File: src/rtl/pc_sequencer_pkg.sv
// rtl/pc_sequencer_pkg.sv - shared state encoding, opcode and branch-condition constants
package pc_sequencer_pkg;

    typedef enum logic [1:0] {
        ST_IDLE   = 2'd0,
        ST_FETCH  = 2'd1,
        ST_EXEC   = 2'd2,
        ST_UPDATE = 2'd3
    } state_t;

    localparam logic [1:0] OP_BRANCH = 2'd2;

    localparam logic [1:0] COND_EQ = 2'd0;
    localparam logic [1:0] COND_GT = 2'd1;
    localparam logic [1:0] COND_LT = 2'd2;

    // Opcode lives in the two low instruction bits
    function automatic logic is_branch(input logic [1:0] opcode);
        return opcode == OP_BRANCH;
    endfunction

endpackage

File: src/rtl/pc_sequencer_if.sv
// rtl/pc_sequencer_if.sv - instruction-fetch and datapath handshake bundle
interface pc_sequencer_if #(
    parameter int PC_W    = 8,
    parameter int INSTR_W = 16
) ();

    logic               imem_req;
    logic [PC_W-1:0]    imem_addr;
    logic               imem_ack;
    logic [INSTR_W-1:0] imem_data;
    logic               exec_start;
    logic               exec_done;
    logic [INSTR_W-1:0] alu_result;

    // Sequencer side
    modport master (
        output imem_req, imem_addr, exec_start,
        input  imem_ack, imem_data, exec_done, alu_result
    );

    // Memory / datapath side
    modport slave (
        input  imem_req, imem_addr, exec_start,
        output imem_ack, imem_data, exec_done, alu_result
    );

endinterface

File: src/rtl/pc_sequencer_branch_eval.sv
// rtl/pc_sequencer_branch_eval.sv - combinational branch condition and next-pc selection
module branch_eval
    import pc_sequencer_pkg::*;
#(
    parameter int PC_W    = 8,
    parameter int INSTR_W = 16
) (
    input  logic [PC_W-1:0]    pc,
    input  logic [INSTR_W-1:0] instr,
    input  logic [INSTR_W-1:0] last_result,
    output logic [PC_W-1:0]    next_pc,
    output logic               taken
);

    logic       cond_hit;
    logic [7:0] target;
    logic       unused_hi_bits;

    assign unused_hi_bits = ^instr[INSTR_W-1:12];

    // Condition field instr[3:2] compares the whole last result; code 3 never matches
    always_comb begin
        cond_hit = 1'b0;
        case (instr[3:2])
            COND_EQ: cond_hit = (last_result == INSTR_W'(0));
            COND_GT: cond_hit = (last_result == INSTR_W'(1));
            COND_LT: cond_hit = (last_result == INSTR_W'(2));
            default: cond_hit = 1'b0;
        endcase
        taken   = is_branch(instr[1:0]) && cond_hit;
        target  = instr[11:4];
        next_pc = taken ? PC_W'(target) : pc + PC_W'(1);
    end

endmodule

File: src/rtl/pc_sequencer.sv
// rtl/pc_sequencer.sv - fetch/exec/update sequencer; PC_SEQUENCER_STEP_EN adds single-step input
module pc_sequencer
    import pc_sequencer_pkg::*;
#(
    parameter int PC_W    = 8,
    parameter int INSTR_W = 16
) (
    input  logic               clk,
    input  logic               reset,
    input  logic               run,
`ifdef PC_SEQUENCER_STEP_EN
    input  logic               step,
`endif
    pc_sequencer_if.master     bus,
    output logic [INSTR_W-1:0] instr,
    output logic [PC_W-1:0]    pc,
    output logic               branch_taken,
    output logic [15:0]        retire_cnt
);

    state_t             state_q, state_d;
    logic [PC_W-1:0]    pc_q, pc_d;
    logic [INSTR_W-1:0] instr_q, instr_d;
    logic [INSTR_W-1:0] last_result_q, last_result_d;
    logic [15:0]        retire_cnt_q, retire_cnt_d;
    logic               exec_first_q, exec_first_d;

    logic [PC_W-1:0]    next_pc;
    logic               taken;
    logic               go;
    logic               stay_stepping;

`ifdef PC_SEQUENCER_STEP_EN
    assign go            = run && step;
    assign stay_stepping = 1'b1;
`else
    assign go            = run;
    assign stay_stepping = 1'b0;
`endif

    branch_eval #(
        .PC_W    (PC_W),
        .INSTR_W (INSTR_W)
    ) u_branch_eval (
        .pc          (pc_q),
        .instr       (instr_q),
        .last_result (last_result_q),
        .next_pc     (next_pc),
        .taken       (taken)
    );

    // State and architectural registers; reset wins over every handshake input
    always_ff @(posedge clk) begin
        if (reset) begin
            state_q       <= ST_IDLE;
            pc_q          <= '0;
            instr_q       <= '0;
            last_result_q <= '0;
            retire_cnt_q  <= '0;
            exec_first_q  <= 1'b0;
        end else begin
            state_q       <= state_d;
            pc_q          <= pc_d;
            instr_q       <= instr_d;
            last_result_q <= last_result_d;
            retire_cnt_q  <= retire_cnt_d;
            exec_first_q  <= exec_first_d;
        end
    end

    // Next-state: branches skip EXEC; stray ack/done in other states are ignored
    always_comb begin
        state_d = state_q;
        case (state_q)
            ST_IDLE:   if (go) state_d = ST_FETCH;
            ST_FETCH:  if (bus.imem_ack)
                           state_d = is_branch(bus.imem_data[1:0]) ? ST_UPDATE : ST_EXEC;
            ST_EXEC:   if (bus.exec_done) state_d = ST_UPDATE;
            ST_UPDATE: state_d = (run && !stay_stepping) ? ST_FETCH : ST_IDLE;
        endcase
    end

    // Register updates: instr on fetch, last_result only in EXEC, pc/retire in UPDATE
    always_comb begin
        pc_d          = pc_q;
        instr_d       = instr_q;
        last_result_d = last_result_q;
        retire_cnt_d  = retire_cnt_q;
        exec_first_d  = (state_q == ST_FETCH);
        if (state_q == ST_FETCH && bus.imem_ack) instr_d = bus.imem_data;
        if (state_q == ST_EXEC && bus.exec_done) last_result_d = bus.alu_result;
        if (state_q == ST_UPDATE) begin
            pc_d         = next_pc;
            retire_cnt_d = retire_cnt_q + 16'd1;
        end
    end

    // Outputs: pulses are forced low while reset is held
    always_comb begin
        bus.imem_req   = !reset && (state_q == ST_FETCH);
        bus.imem_addr  = pc_q;
        bus.exec_start = !reset && (state_q == ST_EXEC) && exec_first_q;
        branch_taken   = !reset && (state_q == ST_UPDATE) && taken;
        instr          = instr_q;
        pc             = pc_q;
        retire_cnt     = retire_cnt_q;
    end

endmodule

File: src/flat_wrapper.sv
// flat-port wrapper written by rule: the top's interface ports become plain ports
module pc_sequencer_flat import pc_sequencer_pkg::*;
#(
    parameter int PC_W    = 8,
    parameter int INSTR_W = 16
)
  (clk, reset, run, instr, pc, branch_taken, retire_cnt, bus_imem_req, bus_imem_addr, bus_exec_start, bus_imem_ack, bus_imem_data, bus_exec_done, bus_alu_result);
  pc_sequencer_if #(.PC_W(PC_W), .INSTR_W(INSTR_W)) bus_i ();
  input  logic clk;
  input  logic reset;
  input  logic run;
  output logic [INSTR_W-1:0] instr;
  output logic [PC_W-1:0] pc;
  output logic branch_taken;
  output logic [15:0] retire_cnt;
  output wire logic [$bits(bus_i.imem_req)-1:0] bus_imem_req;
  output wire logic [$bits(bus_i.imem_addr)-1:0] bus_imem_addr;
  output wire logic [$bits(bus_i.exec_start)-1:0] bus_exec_start;
  input wire logic [$bits(bus_i.imem_ack)-1:0] bus_imem_ack;
  input wire logic [$bits(bus_i.imem_data)-1:0] bus_imem_data;
  input wire logic [$bits(bus_i.exec_done)-1:0] bus_exec_done;
  input wire logic [$bits(bus_i.alu_result)-1:0] bus_alu_result;
  assign bus_imem_req = bus_i.imem_req;
  assign bus_imem_addr = bus_i.imem_addr;
  assign bus_exec_start = bus_i.exec_start;
  assign bus_i.imem_ack = bus_imem_ack;
  assign bus_i.imem_data = bus_imem_data;
  assign bus_i.exec_done = bus_exec_done;
  assign bus_i.alu_result = bus_alu_result;
  pc_sequencer #(.PC_W(PC_W), .INSTR_W(INSTR_W)) u_core (.clk(clk), .reset(reset), .run(run), .bus(bus_i), .instr(instr), .pc(pc), .branch_taken(branch_taken), .retire_cnt(retire_cnt));
endmodule
File: config.mk
export PLATFORM = sky130hd
export DESIGN_NAME = pc_sequencer_flat
export DESIGN_NICKNAME = d
export VERILOG_FILES = /design/src/rtl/pc_sequencer_pkg.sv /design/src/rtl/pc_sequencer_if.sv /design/src/rtl/pc_sequencer_branch_eval.sv /design/src/rtl/pc_sequencer.sv /design/src/flat_wrapper.sv
export SDC_FILE = /design/constraint.sdc
export NUM_CORES = 1
export LEC_CHECK = 0
export CORE_MARGIN = 4
export CORE_UTILIZATION = 41
export CTS_CLUSTER_DIAMETER = 200
export DETAILED_ROUTE_END_ITERATION = 7
export GPL_TIMING_DRIVEN = 0
export HOLD_SLACK_MARGIN = 0.06
export PLACE_DENSITY_LB_ADDON = 0.15
export SETUP_SLACK_MARGIN = 0.2
export SYNTH_ARGS = -nofsm -noshare
export SYNTH_HDL_FRONTEND = slang
export SYNTH_SLANG_ARGS = --single-unit
File: constraint.sdc
create_clock -name clk -period 1.8 [get_ports clk]
set_input_delay 0.36 -clock clk [delete_from_list [all_inputs] [get_ports clk]]
set_output_delay 0.36 -clock clk [all_outputs]
set_load 0.01 [all_outputs]
==> flow_metrics.env <==
export IMPL_synth_fa_ha_area_share_pct=4.66
export IMPL_hp_class="reg -> reg"
export IMPL_via_count=2577
export IMPL_setup_slack_ps=-481
export IMPL_rows=29
export IMPL_clock_root_buffer="clkbuf_8"
export IMPL_port_buffers=86
export IMPL_grt_pass1_wl_microns=11000
export IMPL_maxSlewHeadroom_pct=63.1
export IMPL_fin_area_sq_mm=0.00412
export IMPL_mostFrequentLayoutCells="nand2_1, dlygate4sd2_1, dfxtp_1"
export IMPL_yosys_mux_area_fraction_pct=1.16
export IMPL_fin_total_pwr_mw=3.86
export IMPL_wl_microns=6980
export IMPL_period_needed_ps=2280
export IMPL_ys_ff_latch=59
export IMPL_path_max_fanout=5
export IMPL_cts_sinks=59
export IMPL_cts_htree_levels=3
export IMPL_start_util_pct=42.3
export IMPL_critical_path_top_delay_family="simple AND/OR/NAND/NOR gates"
export IMPL_setup_viol=9
export IMPL_fp_dieH_microns=88.9
export IMPL_ant_nets=0
export IMPL_synth_top_area_share_pct=44.0
export IMPL_ys_async_sr_fraction_pct=0
export IMPL_placed_area_sq_mm=0.00369
export IMPL_drc_errors=0
export IMPL_syn_nets=372
export IMPL_antenna_cells=0
export IMPL_design_core_area_sq_mm=0.00635
export IMPL_synth_area_top_cells="dfxtp_1, nand2_1, a21oi_1"
export IMPL_cts_made_buffers=9
export IMPL_drtIter0Drc=65
export IMPL_synth_edf_count=0
export IMPL_grt_start_max_net_pins=11
export IMPL_hold_end="u_core.instr[14]"
export IMPL_p_leak_nw=1.80
export IMPL_antenna_found_initial=0
export IMPL_design_die_area_sq_mm=0.00791
export IMPL_syn_area_per_cell_sq_um=8.26
export IMPL_synth_area_sq_mm=0.00269
export IMPL_ff2ff_path_depth=10
export IMPL_irDropWorstVdd_mv=0.697
export IMPL_rsz0062_at_grt="true"
export IMPL_io_pins=88
export IMPL_pwr_density_cell_mw_per_mm2=937
export IMPL_start_kind="register"
export IMPL_ys_warn_count=0
export IMPL_synth_top_flop_cell="dfxtp_1"
export IMPL_grt_overflow=0
export IMPL_grtUsageTotal_pct=18.3
export IMPL_finalHoldViolations=0
export IMPL_clock_skew_ps=8.83
export IMPL_status="finished, violations left"
export IMPL_tightest_slew_ps=553
export IMPL_postCtsHoldBufs=0
export IMPL_min_period_over_period_pct=127
export IMPL_grt_pass1_vias=2500
export IMPL_maxCapViolations=0
export IMPL_regToRegEndpoint="u_core.bus.imem_addr[6]"
export IMPL_fin_nets=488
export IMPL_drv_slew=0
export IMPL_die_w_microns=88.9
export IMPL_cp_buffers_inverters=2
export IMPL_synth_seq_area_share_pct=44.0
export IMPL_cts_clk_slew_worst_paths_ps=70
export IMPL_drive_above_1_share_pct=22.4
export IMPL_crit_type="reg -> out"
export IMPL_synthCells=325
export IMPL_yosysTopAreaCell="dfxtp_1"
export IMPL_synthXorXnorAreaFrac_pct=6.52
export IMPL_hold_slack_ps=450
export IMPL_clk_latency_ps=340
export IMPL_arrival_ps=1920
export IMPL_synth_compound_area_share_pct=13.2
export IMPL_netlist_cell_type_count=40
export IMPL_crit_chain="inv_4 -> ha_4 -> a21boi_2 -> a2bb2oi_2 -> or3_4 -> nor4_4 -> buf_2"
export IMPL_critPathSlowestCell="dfxtp_4"
export IMPL_cp_end_kind="output port"
export IMPL_area_growth_pct=53.5
export IMPL_dpl_worst_slack_ps=-583
export IMPL_tns_ps=-1340
export IMPL_wl_per_cell_microns=13.3
export IMPL_worstPathRequired_ps=1440
export IMPL_gp_congestion=0.780
export IMPL_synth_top_family_by_area="simple AND/OR/NAND/NOR gates"
export IMPL_max_stage_delay_ps=380
export IMPL_synthSimpleGateAreaFrac_pct=23.1
export IMPL_timing_rr_start="u_core.instr[3]"
export IMPL_holdPathStages=2
export IMPL_vias_per_cell=4.93
export IMPL_fmax_mhz=438
export IMPL_violations="negative setup slack"
export IMPL_cts_tree="built"
export IMPL_first_pass_iters=4
export IMPL_hp_start="u_core.instr[14]"
export IMPL_hpwl_microns=4960
export IMPL_r2r_slack_ps=-160
export IMPL_cts_path_max_buffers=2
export IMPL_layout_commonest_cell="nand2_1"
-- layer usage --
layer / track usage, % / up-vias / wire length [microns]
met4: 5.36 / 0 / 85
met1: 20.1 / 1182 / 2850
met2: 31.8 / 84 / 3400
met3: 8.29 / 11 / 651
li1: - / 1300 / -
met5: 0 / - / 0
-- power by group --
group | leakage [nW] | switching (mW) | internal [mW]
clock | 0.0812 | 0.497 | 0.494
combinational | 1.23 | 0.654 | 0.670
sequential | 0.487 | 0.0982 | 1.45
total | 1.80 | 1.25 | 2.61
-- area by class of cell --
| type | instances | area (sq um) |
|---|---|---|
| sequential | 59 | 1220 |
| inverter | 16 | 72.6 |
| clock inverter | 3 | 15.0 |
| multi-input combinational | 225 | 1440 |
| fill | 586 | 2230 |
| clock buffer | 13 | 139 |
| buffer | 25 | 163 |
| timing repair buffer | 105 | 976 |
| tap | 77 | 96.3 |
-- sequential cells by signal (all words and copies together), names as in the netlist --
signal / count
u_core.last_result_q: 16
u_core.instr: 16
u_core.exec_first_q: 1
u_core.state_q: 2
u_core.bus.imem_addr: 8
u_core.retire_cnt: 16
-- cell families (layout without fill, tap and decap cells) --
family                     count (synthesis)  count (layout)
adders and majority gates                 10              10
and+or+nand+nor                          136             136
DFF                                       59              59
muxes                                      3               3
xor gates and xnor gates                  20              20
buffers and inverters                     41             162
AOI/OAI and AO/OA                         56              56
-- stage by stage --
step / instances / util, %
finish: 523 / 64.9
global route: 523 / 64.9
CTS: 518 / 63.7
detailed placement: 488 / 58.1
global placement: 488 / 58.1
floorplan: 325 / -
-- worst max-delay path by stage --
stage                     from            to  slack [ps]  depth (start not counted)
5_1_grt        u_core.instr[2]  branch_taken        -550                          7
3_3_place_gp   u_core.instr[2]  branch_taken        -550                          7
2_1_floorplan  u_core.instr[2]  branch_taken           1                          6
4_1_cts        u_core.instr[3]  branch_taken        -520                          7
6_report       u_core.instr[3]  branch_taken        -480                          7
3_5_place_dp   u_core.instr[3]  branch_taken        -580                          7
-- synth_stat cells, types with 5 or more instances --
cell and n:
clkbuf_1 14, dfxtp_1 59, inv_1 16, ha_1 10
nand2_1 79, nor3_1 5, nor2_1 22, xnor2_1 10
a21oi_1 38, xor2_1 10, buf_4 9
-- worst min-delay path, delay by kind of cell (launching register included) --
family,cells,cell delay (ps)
AO/OA/AOI/OAI,1,50
flip-flops,1,310
AND/OR/NAND/NOR,1,50
-- what timing repair did --
item                                    in CTS  in global routing
endpoints found under the setup margin      86                 41
endpoints found under the hold margin        0                  0
cloned                                       1                  0
pin swaps                                   17                  8
resized for setup                          115                 21
setup buffers                               13                  5
Note: power is estimated with default switching activity, not from simulation.
